**src/rtl/alu_op_sequencer_if.sv**
```systemverilog
// alu_op_sequencer_if: command input, ALU issue/return and result output
// signals of the ALU command sequencer, bundled for port connection.
// Handshake semantics (both in_* and out_* ports): a transfer happens on a
// rising clk edge where valid && ready are both high; the sender holds its
// payload stable while valid && !ready, and ready never depends
// combinationally on valid.
// slave  = the sequencer itself; master = the environment around it
// (command producer, ALU and result consumer).
interface alu_op_sequencer_if #(
  parameter int FIFO_DEPTH = 4
) ();
  localparam int CW = $clog2(FIFO_DEPTH) + 1;

  logic          in_valid;
  logic          in_ready;
  logic [3:0]    in_a;
  logic [3:0]    in_b;
  logic [2:0]    in_sel;
  logic          in_use_acc;

  logic [3:0]    alu_a;
  logic [3:0]    alu_b;
  logic [2:0]    alu_sel;
  logic [3:0]    alu_result;
  logic          alu_carry;
  logic          alu_borrow;

  logic          out_valid;
  logic          out_ready;
  logic [3:0]    out_result;
  logic          out_flag;
  logic [2:0]    out_sel;

  logic [CW-1:0] count;
  logic          busy;
  logic [1:0]    dbg_state;

  modport slave (
    input  in_valid, in_a, in_b, in_sel, in_use_acc,
    input  alu_result, alu_carry, alu_borrow,
    input  out_ready,
    output in_ready, alu_a, alu_b, alu_sel,
    output out_valid, out_result, out_flag, out_sel,
    output count, busy, dbg_state
  );

  modport master (
    output in_valid, in_a, in_b, in_sel, in_use_acc,
    output alu_result, alu_carry, alu_borrow,
    output out_ready,
    input  in_ready, alu_a, alu_b, alu_sel,
    input  out_valid, out_result, out_flag, out_sel,
    input  count, busy, dbg_state
  );
endinterface

```
**src/rtl/alu_op_sequencer.sv**
```systemverilog
// alu_op_sequencer: buffers ALU commands in a small FIFO, issues one at a
// time on registered alu_a/alu_b/alu_sel, captures the ALU result and the
// op-qualified carry/borrow flag one cycle later and holds it on a
// valid/ready output.
// Optional feature macro: ALU_SEQ_ACC_EN adds a 4-bit accumulator that can
// replace operand a on commands flagged with use_acc.
module alu_op_sequencer #(
  parameter int FIFO_DEPTH = 4
) (
  input  logic                clk,
  input  logic                rst_n,
  alu_op_sequencer_if.slave   bus
);
  localparam int PW = $clog2(FIFO_DEPTH);
  localparam int CW = PW + 1;
  localparam logic [CW-1:0] FULL_COUNT = CW'(FIFO_DEPTH);

  typedef enum logic [1:0] {
    S_IDLE   = 2'd0,
    S_ISSUE  = 2'd1,
    S_RESULT = 2'd2
  } state_t;

  state_t        r_state;
  logic [3:0]    r_mem_a   [FIFO_DEPTH];
  logic [3:0]    r_mem_b   [FIFO_DEPTH];
  logic [2:0]    r_mem_sel [FIFO_DEPTH];
  logic [PW-1:0] r_wr_ptr;
  logic [PW-1:0] r_rd_ptr;
  logic [CW-1:0] r_count;
  logic [3:0]    r_alu_a;
  logic [3:0]    r_alu_b;
  logic [2:0]    r_alu_sel;
  logic          r_out_valid;
  logic [3:0]    r_out_result;
  logic          r_out_flag;
  logic [2:0]    r_out_sel;

  logic          w_full;
  logic          w_push;
  logic          w_pop;
  logic          w_flag;
  logic [3:0]    w_head_a;

`ifdef ALU_SEQ_ACC_EN
  logic          r_mem_acc [FIFO_DEPTH];
  logic [3:0]    r_acc;

  // Operand a of the head entry, taken from the accumulator when flagged.
  assign w_head_a = r_mem_acc[r_rd_ptr] ? r_acc : r_mem_a[r_rd_ptr];
`else
  logic          w_unused_use_acc;

  // Without the accumulator the use_acc input has no effect.
  assign w_unused_use_acc = bus.in_use_acc;
  assign w_head_a         = r_mem_a[r_rd_ptr];
`endif

  // Full is derived from registered count only, so in_ready never sees out_ready.
  assign w_full = (r_count == FULL_COUNT);
  assign w_push = bus.in_valid && !w_full;
  // Pop from IDLE, or from RESULT in the cycle the held result is consumed.
  assign w_pop  = (r_count != '0) &&
                  ((r_state == S_IDLE) || ((r_state == S_RESULT) && bus.out_ready));

  // Flag qualification: the ALU flags are only meaningful for add and sub.
  always_comb begin
    w_flag = 1'b0;
    case (r_alu_sel)
      3'b000:  w_flag = bus.alu_carry;
      3'b001:  w_flag = bus.alu_borrow;
      default: w_flag = 1'b0;
    endcase
  end

  // FIFO storage write; contents need no reset since count gates every read.
  always_ff @(posedge clk) begin
    if (w_push) begin
      r_mem_a[r_wr_ptr]   <= bus.in_a;
      r_mem_b[r_wr_ptr]   <= bus.in_b;
      r_mem_sel[r_wr_ptr] <= bus.in_sel;
`ifdef ALU_SEQ_ACC_EN
      r_mem_acc[r_wr_ptr] <= bus.in_use_acc;
`endif
    end
  end

  // FIFO pointers and occupancy; pointers wrap naturally at a power-of-2 depth.
  always_ff @(posedge clk) begin
    if (!rst_n) begin
      r_wr_ptr <= '0;
      r_rd_ptr <= '0;
      r_count  <= '0;
    end else begin
      if (w_push) r_wr_ptr <= r_wr_ptr + PW'(1);
      if (w_pop)  r_rd_ptr <= r_rd_ptr + PW'(1);
      case ({w_push, w_pop})
        2'b10:   r_count <= r_count + CW'(1);
        2'b01:   r_count <= r_count - CW'(1);
        default: r_count <= r_count;
      endcase
    end
  end

  // Issue/capture FSM with all alu_* and out_* outputs registered here.
  always_ff @(posedge clk) begin
    if (!rst_n) begin
      r_state      <= S_IDLE;
      r_alu_a      <= '0;
      r_alu_b      <= '0;
      r_alu_sel    <= '0;
      r_out_valid  <= 1'b0;
      r_out_result <= '0;
      r_out_flag   <= 1'b0;
      r_out_sel    <= '0;
`ifdef ALU_SEQ_ACC_EN
      r_acc        <= '0;
`endif
    end else begin
      case (r_state)
        S_IDLE: begin
          if (w_pop) begin
            r_alu_a   <= w_head_a;
            r_alu_b   <= r_mem_b[r_rd_ptr];
            r_alu_sel <= r_mem_sel[r_rd_ptr];
            r_state   <= S_ISSUE;
          end
        end
        S_ISSUE: begin
          r_out_result <= bus.alu_result;
          r_out_flag   <= w_flag;
          r_out_sel    <= r_alu_sel;
          r_out_valid  <= 1'b1;
`ifdef ALU_SEQ_ACC_EN
          r_acc        <= bus.alu_result;
`endif
          r_state      <= S_RESULT;
        end
        S_RESULT: begin
          if (bus.out_ready) begin
            r_out_valid <= 1'b0;
            if (w_pop) begin
              r_alu_a   <= w_head_a;
              r_alu_b   <= r_mem_b[r_rd_ptr];
              r_alu_sel <= r_mem_sel[r_rd_ptr];
              r_state   <= S_ISSUE;
            end else begin
              r_state   <= S_IDLE;
            end
          end
        end
        default: r_state <= S_IDLE;
      endcase
    end
  end

  assign bus.in_ready   = !w_full;
  assign bus.alu_a      = r_alu_a;
  assign bus.alu_b      = r_alu_b;
  assign bus.alu_sel    = r_alu_sel;
  assign bus.out_valid  = r_out_valid;
  assign bus.out_result = r_out_result;
  assign bus.out_flag   = r_out_flag;
  assign bus.out_sel    = r_out_sel;
  assign bus.count      = r_count;
  assign bus.busy       = (r_state != S_IDLE) || (r_count != '0);
  assign bus.dbg_state  = r_state;
endmodule
```
**src/flat_wrapper.sv**
```systemverilog
// flat-port wrapper written by rule: the top's interface ports become plain ports
module alu_op_sequencer_flat 
#(
  parameter int FIFO_DEPTH = 4
)
  (clk, rst_n, bus_in_valid, bus_in_a, bus_in_b, bus_in_sel, bus_in_use_acc, bus_alu_result, bus_alu_carry, bus_alu_borrow, bus_out_ready, bus_in_ready, bus_alu_a, bus_alu_b, bus_alu_sel, bus_out_valid, bus_out_result, bus_out_flag, bus_out_sel, bus_count, bus_busy, bus_dbg_state);
  alu_op_sequencer_if #(.FIFO_DEPTH(FIFO_DEPTH)) bus_i ();
  input  logic clk;
  input  logic rst_n;
  input wire logic [$bits(bus_i.in_valid)-1:0] bus_in_valid;
  input wire logic [$bits(bus_i.in_a)-1:0] bus_in_a;
  input wire logic [$bits(bus_i.in_b)-1:0] bus_in_b;
  input wire logic [$bits(bus_i.in_sel)-1:0] bus_in_sel;
  input wire logic [$bits(bus_i.in_use_acc)-1:0] bus_in_use_acc;
  input wire logic [$bits(bus_i.alu_result)-1:0] bus_alu_result;
  input wire logic [$bits(bus_i.alu_carry)-1:0] bus_alu_carry;
  input wire logic [$bits(bus_i.alu_borrow)-1:0] bus_alu_borrow;
  input wire logic [$bits(bus_i.out_ready)-1:0] bus_out_ready;
  output wire logic [$bits(bus_i.in_ready)-1:0] bus_in_ready;
  output wire logic [$bits(bus_i.alu_a)-1:0] bus_alu_a;
  output wire logic [$bits(bus_i.alu_b)-1:0] bus_alu_b;
  output wire logic [$bits(bus_i.alu_sel)-1:0] bus_alu_sel;
  output wire logic [$bits(bus_i.out_valid)-1:0] bus_out_valid;
  output wire logic [$bits(bus_i.out_result)-1:0] bus_out_result;
  output wire logic [$bits(bus_i.out_flag)-1:0] bus_out_flag;
  output wire logic [$bits(bus_i.out_sel)-1:0] bus_out_sel;
  output wire logic [$bits(bus_i.count)-1:0] bus_count;
  output wire logic [$bits(bus_i.busy)-1:0] bus_busy;
  output wire logic [$bits(bus_i.dbg_state)-1:0] bus_dbg_state;
  assign bus_i.in_valid = bus_in_valid;
  assign bus_i.in_a = bus_in_a;
  assign bus_i.in_b = bus_in_b;
  assign bus_i.in_sel = bus_in_sel;
  assign bus_i.in_use_acc = bus_in_use_acc;
  assign bus_i.alu_result = bus_alu_result;
  assign bus_i.alu_carry = bus_alu_carry;
  assign bus_i.alu_borrow = bus_alu_borrow;
  assign bus_i.out_ready = bus_out_ready;
  assign bus_in_ready = bus_i.in_ready;
  assign bus_alu_a = bus_i.alu_a;
  assign bus_alu_b = bus_i.alu_b;
  assign bus_alu_sel = bus_i.alu_sel;
  assign bus_out_valid = bus_i.out_valid;
  assign bus_out_result = bus_i.out_result;
  assign bus_out_flag = bus_i.out_flag;
  assign bus_out_sel = bus_i.out_sel;
  assign bus_count = bus_i.count;
  assign bus_busy = bus_i.busy;
  assign bus_dbg_state = bus_i.dbg_state;
  alu_op_sequencer #(.FIFO_DEPTH(FIFO_DEPTH)) u_core (.clk(clk), .rst_n(rst_n), .bus(bus_i));
endmodule
```
**config.mk**
```make
export PLATFORM = sky130hd
export DESIGN_NAME = alu_op_sequencer_flat
export DESIGN_NICKNAME = d
export VERILOG_FILES = /design/src/rtl/alu_op_sequencer_if.sv /design/src/rtl/alu_op_sequencer.sv /design/src/flat_wrapper.sv
export SDC_FILE = /design/constraint.sdc
export NUM_CORES = 1
export LEC_CHECK = 0
export CAP_MARGIN = 20
export CELL_PAD_IN_SITES_DETAIL_PLACEMENT = 0
export CELL_PAD_IN_SITES_GLOBAL_PLACEMENT = 2
export CORE_MARGIN = 2
export CORE_UTILIZATION = 35
export CTS_BUF_LIST = sky130_fd_sc_hd__clkbuf_16
export DETAILED_ROUTE_END_ITERATION = 8
export GPL_ROUTABILITY_DRIVEN = 0
export GPL_TIMING_DRIVEN = 0
export PLACE_DENSITY = 0.75
export SLEW_MARGIN = 20
export SYNTH_ARGS = -nofsm -noshare
export SYNTH_HDL_FRONTEND = slang
export SYNTH_SLANG_ARGS = --single-unit
```
**constraint.sdc**
```tcl
create_clock -name clk -period 6.6 [get_ports clk]
set_input_delay 1.32 -clock clk [delete_from_list [all_inputs] [get_ports clk]]
set_output_delay 1.32 -clock clk [all_outputs]
set_load 0.03 [all_outputs]
```
==> results.json <==
{
  "postSynthAreaPerCell_um2": 13.5,
  "clockBufferDepth": 2,
  "seq_area_um2": 1940,
  "finalHoldViolCount": 0,
  "preCtsSetupSlack_ps": 2630,
  "ys_ff_latch": 75,
  "multi_input_area_um2": 885,
  "syn_area_um2": 2910,
  "grt_use_total_pct": 12.4,
  "status": "finished, final reports clean",
  "root_buffer": "clkbuf_16",
  "synth_top_area_share_pct": 45.4,
  "crit_start": "bus_out_ready",
  "ys_seq_area_share_pct": 66.8,
  "use_met3_pct": 3.72,
  "portBuffers": 46,
  "slew_headroom_pct": 60.5,
  "drive_gt1_share_pct": 13.4,
  "dpl_cell_area_um2": 3500,
  "drt_iter0_drc": 38,
  "hold_path.class": "reg2reg",
  "setup_tns_ps": 0,
  "n_antenna_cell": 0,
  "maxSlewViolCount": 0,
  "syn_inst": 215,
  "vias_per_cell": 4.59,
  "leakage_nw": 1.31,
  "dr.pass1.iters": 4,
  "met2_usage_pct": 19.0,
  "synth_top_cell_by_area": "edfxtp_1",
  "grtUsageMet1_pct": 15.9,
  "tritoncts": "done",
  "rows": 33,
  "die_area_um2": 9060,
  "fill_cells": 743,
  "cp_data_arrival_time_ps": 3820,
  "yosysMostFrequentCell": "edfxtp_1",
  "nets": 299,
  "wl_per_cell_um": 13.9,
  "regToRegEndpoint": "u_core.bus.count[2]",
  "cp_max_fo": 10,
  "post-route-util_pct": 46.7,
  "dp_cells": 366,
  "critPathKind": "in2reg",
  "hpwl_mm": 3.62,
  "rsz0062_at_grt": "no",
  "insertion_delay_ps": 330,
  "p_total_mw": 1.73,
  "syn_to_final_growth_pct": 30.7,
  "r2r_start": "u_core.bus.dbg_state[1]",
  "design_area_um2": 3800,
  "min-delay-start": "u_core.bus.out_result[3]",
  "drc": 0,
  "cts_max_level": 3,
  "synth_ff_type": "edfxtp_1",
  "ant_nets": 0,
  "cts_sinks": 75,
  "fp.dieH_um": 95.2,
  "worst_slack_ps": 2990,
  "cap_viol_max_count": 0,
  "synth_area_leaders": "edfxtp_1, dfxtp_1, mux4_2, nand2_1, a21oi_1",
  "ios": 49,
  "cts_made_buffers": 9,
  "r2r_cells": 9,
  "end_kind": "flop",
  "mappedNetlistNets": 242,
  "worst_slew_pin_slew_ps": 593,
  "ctsResizeCount": 0,
  "required_ps": 6810,
  "finalSetupViolations": 0,
  "grt_pass1_vias": 1622,
  "ir_drop_mv": 0.179,
  "fin_crit_sh_pct": 54.7,
  "hold_slack_ps": 451,
  "fmax_mhz": 277,
  "grt_pass1_wl_mm": 8.25,
  "fin_skew_ps": 7.12,
  "postCtsHoldBufs": 0,
  "path_clk_slew_ps": 70,
  "core_area_um2": 8130,
  "overflow": 0,
  "synth_edf_count": 44,
  "fin_cells": 382,
  "die_x_um": 95.2,
  "initial_core_util_pct": 35.8,
  "power_density_nw_per_um2": 456,
  "cp-start-kind": "input pin",
  "grt_max_degree": 18,
  "period_minus_slack_ps": 3610,
  "ys_top_cells_by_count": "edfxtp_1, nand2_1, dfxtp_1",
  "r2r_slack_ps": 3960,
  "yosysUniqueCellTypes": 32,
  "yosysWarnings": 0,
  "vias": 1755,
  "cp-endpoint": "u_core.bus.count[2]",
  "postCtsSetupBuffers": 0,
  "wl_mm": 5.30,
  "synthArstFlopShare_pct": 0,
  "antenna_found_initial": 0,
  "busiest_layer": "met2"
}
[cell usage in the layout (no fill, tap or decap), types with 4 or more instances in the layout]
master and count:
mux4_2 11, ha_1 4, mux2i_1 4, a21oi_1 26
clkdlybuf4s50_1 46, inv_1 4, nand2_1 41, and3_1 4
dfxtp_1 31, nor2_1 8, edfxtp_1 44, clkbuf_1 5
clkbuf_16 9
[cells by family after synthesis]
kind of cell,Yosys count,synth area share [%]
AND/OR/NAND/NOR,69,11.1
AO/OA/AOI/OAI,31,5.51
flip-flops,75,66.8
adder cells (fa/ha/maj),5,2.41
XOR/XNOR,3,1.55
buffers and inverters,17,2.84
multiplexers,15,9.89
[layout make-up]
cell class	count	share of cell area [%]
Sequential cell	75	51.1
Multi-Input combinational cell	123	23.3
Timing Repair Buffer	46	12.1
Clock buffer	9	5.92
Tap cell	105	3.46
Clock inverter	7	2.01
Buffer	12	1.68
Inverter	5	0.494
[flip-flops by register name, summed over array words and instances, names as in the netlist, named ones only]
name,flops
u_core.bus.out_result,4
u_core.bus.alu_a,4
u_core.r_mem_sel,12
u_core.r_wr_ptr,2
u_core.bus.alu_b,4
u_core.r_rd_ptr,2
u_core.bus.count,3
u_core.r_mem_b,16
u_core.r_mem_a,16
u_core.bus.alu_sel,3
u_core.bus.out_flag,1
u_core.bus.out_valid,1
u_core.bus.dbg_state,2
u_core.bus.out_sel,3
[worst min path at each step]
stage                               endpoint  cells past startpoint
CTS                 u_core.bus.out_result[3]                      2
global route             u_core.bus.alu_b[3]                      2
finish              u_core.bus.out_result[3]                      2
floorplan                               flop                      2
global placement    u_core.bus.out_result[1]                      2
detailed placement  u_core.bus.out_result[3]                      2
[critical path, cell delays in order]
cell and delay, ps:
clkdlybuf4s50_1 420, nor2b_1 330, or3_1 160, clkbuf_1 210, buf_2 280, nor2_1 80, fa_1 380, nor4_1 330
mux2i_1 220, o211ai_1 90
[routing by layer]
| layer | vias to the layer above | routed length (um) |
|---|---|---|
| li1 | 894 | - |
| met1 | 809 | 2450 |
| met2 | 45 | 2460 |
| met3 | 7 | 287 |
| met4 | 0 | 95 |
| met5 | - | 0 |
[power by group]
| part | switching, mW | internal [mW] |
|---|---|---|
| sequential | 0.0522 | 0.590 |
| clock | 0.214 | 0.270 |
| combinational | 0.344 | 0.265 |
| total | 0.610 | 1.12 |
Power figures use the tool's default switching activity.
==> edit (same settings) <==
`FIFO_DEPTH` is set to 4 in 3 places; all go to 8.
--- a/src/rtl/alu_op_sequencer_if.sv
+++ b/src/rtl/alu_op_sequencer_if.sv
@@ -7,7 +7,7 @@
 // slave  = the sequencer itself; master = the environment around it
 // (command producer, ALU and result consumer).
 interface alu_op_sequencer_if #(
-  parameter int FIFO_DEPTH = 4
+  parameter int FIFO_DEPTH = 8
 ) ();
   localparam int CW = $clog2(FIFO_DEPTH) + 1;
 
--- a/src/rtl/alu_op_sequencer.sv
+++ b/src/rtl/alu_op_sequencer.sv
@@ -5,7 +5,7 @@
 // Optional feature macro: ALU_SEQ_ACC_EN adds a 4-bit accumulator that can
 // replace operand a on commands flagged with use_acc.
 module alu_op_sequencer #(
-  parameter int FIFO_DEPTH = 4
+  parameter int FIFO_DEPTH = 8
 ) (
   input  logic                clk,
   input  logic                rst_n,
--- a/src/flat_wrapper.sv
+++ b/src/flat_wrapper.sv
@@ -1,7 +1,7 @@
 // flat-port wrapper written by rule: the top's interface ports become plain ports
 module alu_op_sequencer_flat 
 #(
-  parameter int FIFO_DEPTH = 4
+  parameter int FIFO_DEPTH = 8
 )
   (clk, rst_n, bus_in_valid, bus_in_a, bus_in_b, bus_in_sel, bus_in_use_acc, bus_alu_result, bus_alu_carry, bus_alu_borrow, bus_out_ready, bus_in_ready, bus_alu_a, bus_alu_b, bus_alu_sel, bus_out_valid, bus_out_result, bus_out_flag, bus_out_sel, bus_count, bus_busy, bus_dbg_state);
   alu_op_sequencer_if #(.FIFO_DEPTH(FIFO_DEPTH)) bus_i ();
Ports: changed (resized bus_count); port bits go from 49 to 50. The function was not compared with the original's and may differ.
==> edit against the unedited design <==
- routed wire length is 81% higher
- sequential power rose by 57%
- final area up 61%
- worst setup slack lost 7.3 ps
- synthesized cell count rose by 28%
- sequential cell count is 48 higher
- power up 59%
- synthesized area rose by 63%
- critical endpoint is now bus_busy
- largest cell class unchanged
- largest power group unchanged
==> edit: results (changes against the unedited design) <==
\begin{tabular}{lr}
\hline
Metric & Value \\
\hline
\multicolumn{2}{l}{\textbf{Finish}} \\
\quad Biggest registers after layout & u\_core.r\_mem\_a (32), u\_core.r\_mem\_b (32), u\_core.r\_mem\_sel (24) (was u\_core.r\_mem\_a (16), u\_core.r\_mem\_b (16), u\_core.r\_mem\_sel (12)) \\
\quad Fraction of layout cells with a size suffix above 1 & 0.2382 (was 0.1336) \\
\quad Final nets & 375 (was 299) \\
\multicolumn{2}{l}{\textbf{Timing}} \\
\quad Max transition margin & 0.4774 (was 0.6049) \\
\quad Final Skew & 9.646 ps (was 7.125 ps) \\
\quad Post-Route Hold Slack & 463.2 ps (was 450.8 ps) \\
\quad Highest Clock Rate & 276.6 MHz (was 277.2 MHz) \\
\multicolumn{2}{l}{\textbf{Worst setup path}} \\
\quad Critical path endpoint & bus\_busy (was u\_core.bus.count[2]\$\_SDFFE\_PN0P\_) \\
\quad Critical path origin & u\_core.bus.count[0]\$\_SDFFE\_PN0P\_ (was bus\_out\_ready) \\
\quad Depth of the worst register-to-register path & 11 (was 9) \\
\quad Highest fanout seen on the critical path & 7 (was 10) \\
\quad Top cell family by delay on the critical path & simple AND/OR/NAND/NOR gates (was buffers and inverters) \\
\quad FF-to-FF setup slack & 3780 ps (was 3960 ps) \\
\multicolumn{2}{l}{\textbf{Run status}} \\
\quad Result of the run & finished clean (unchanged) \\
\multicolumn{2}{l}{\textbf{Drt}} \\
\quad Wire length per cell after detailed routing & 17.85 microns (was 13.86 microns) \\
\quad Via count of the routed design & 2615 (was 1755) \\
\quad Detailed-routed wire length on met3 & 526 microns (was 287 microns) \\
\quad Met2 WL post-DR & 4.690 mm (was 2.458 mm) \\
\quad DRT iter0 DRCs & 175 (was 38) \\
\quad Met1 routed wirelength after detailed routing & 4.293 mm (was 2.454 mm) \\
\multicolumn{2}{l}{\textbf{GRT}} \\
\quad Met3 capacity usage during global routing & 0.05142 (was 0.03715) \\
\quad Met2 Use GR & 0.2320 (was 0.1901) \\
\quad Met1 capacity usage during global routing & 0.1845 (was 0.1593) \\
\quad Number of global-route vias before repair & 2699 (was 1622) \\
\quad Wire length of the first global-routing pass & 15.06 mm (was 8.245 mm) \\
\quad Pin count of the biggest net entering global routing & 17 (was 18) \\
\quad Total track usage & 0.1439 (was 0.1243) \\
\multicolumn{2}{l}{\textbf{Placement}} \\
\quad IO buf count & 48 (was 46) \\
\quad Placed standard-cell area & 5533 sq um (was 3501 sq um) \\
\quad Sum of net half-perimeters after detailed placement & 6.331 mm (was 3.621 mm) \\
\multicolumn{2}{l}{\textbf{Clock network}} \\
\quad Total number of H-tree levels & 4 (was 3) \\
\quad Total clock buffers created by CTS & 17 (was 9) \\
\multicolumn{2}{l}{\textbf{Logic synthesis}} \\
\quad Post-synth EDFFs & 88 (was 44) \\
\quad Post-synth net total & 302 (was 242) \\
\multicolumn{2}{l}{\textbf{Pwr}} \\
\quad Leakage dissipation & 2.024 nW (was 1.310 nW) \\
\quad IR drop worst, VDD & 0.1784 mV (was 0.1792 mV) \\
\hline
\end{tabular}
-- edit: changes by cell type in the layout (fill, tap and decap cells not counted), sizes merged, moves of 5 or more --
cell / change
mux4: +11
o221a: +11
nor2b: +6
a21oi: -22
clkinv: +5
a21boi: +9
edfxtp: +44
buf: +5
clkbuf: +10
nand2: -22
nor2: -5
and2: +6
inv: -7
o21a: +11
-- edit: final cells by class --
class,instances,area (sq um),share of cell area
Buffer,13,81.33,0.01332
Inverter,1,3.754,0.0006148
Multi-Input combinational cell,138,1346,0.2205
Clock buffer,17,425.4,0.06967
Timing Repair Buffer,54,538.0,0.08811
Sequential cell,123,3343,0.5475
Tap cell,176,220.2,0.03607
Clock inverter,15,147.6,0.02418
-- edit: cell families (layout without fill, tap and decap cells) --
family	Yosys count	in the layout	share of synthesized area
flip-flops	123	123	0.7052
AND/OR/NAND/NOR	59	59	0.06836
AO/OA/AOI/OAI	41	41	0.06941
multiplexers	26	26	0.1130
buffers and inverters	14	100	0.01795
XOR/XNOR	7	7	0.01293
adder cells (fa/ha/maj)	5	5	0.01320
-- edit: where the power goes --
group          internal, mW  switching, mW  total [mW]
clock                 0.554          0.338       0.891
combinational         0.406          0.450       0.856
sequential            0.932         0.0750        1.01
total                  1.89          0.863        2.75
-- edit: per-stage QoR --
stage / std cells / util
after floorplan: 275 / -
after global placement: 499 / 0.4109
after detailed placement: 505 / 0.4178
after CTS: 537 / 0.4611
after global routing: 537 / 0.4611
final: 537 / 0.4611
-- edit: worst register-to-register path, cell delays in order, from the launching register on --
cell and delay [ps]:
dfxtp_1 370, or4_1 590, and3b_1 210, buf_6 140
buf_6 150, ha_1 250, xor2_1 160, ha_1 180
a21oi_1 140, xor2_1 90, or3_1 300, a21boi_0 150
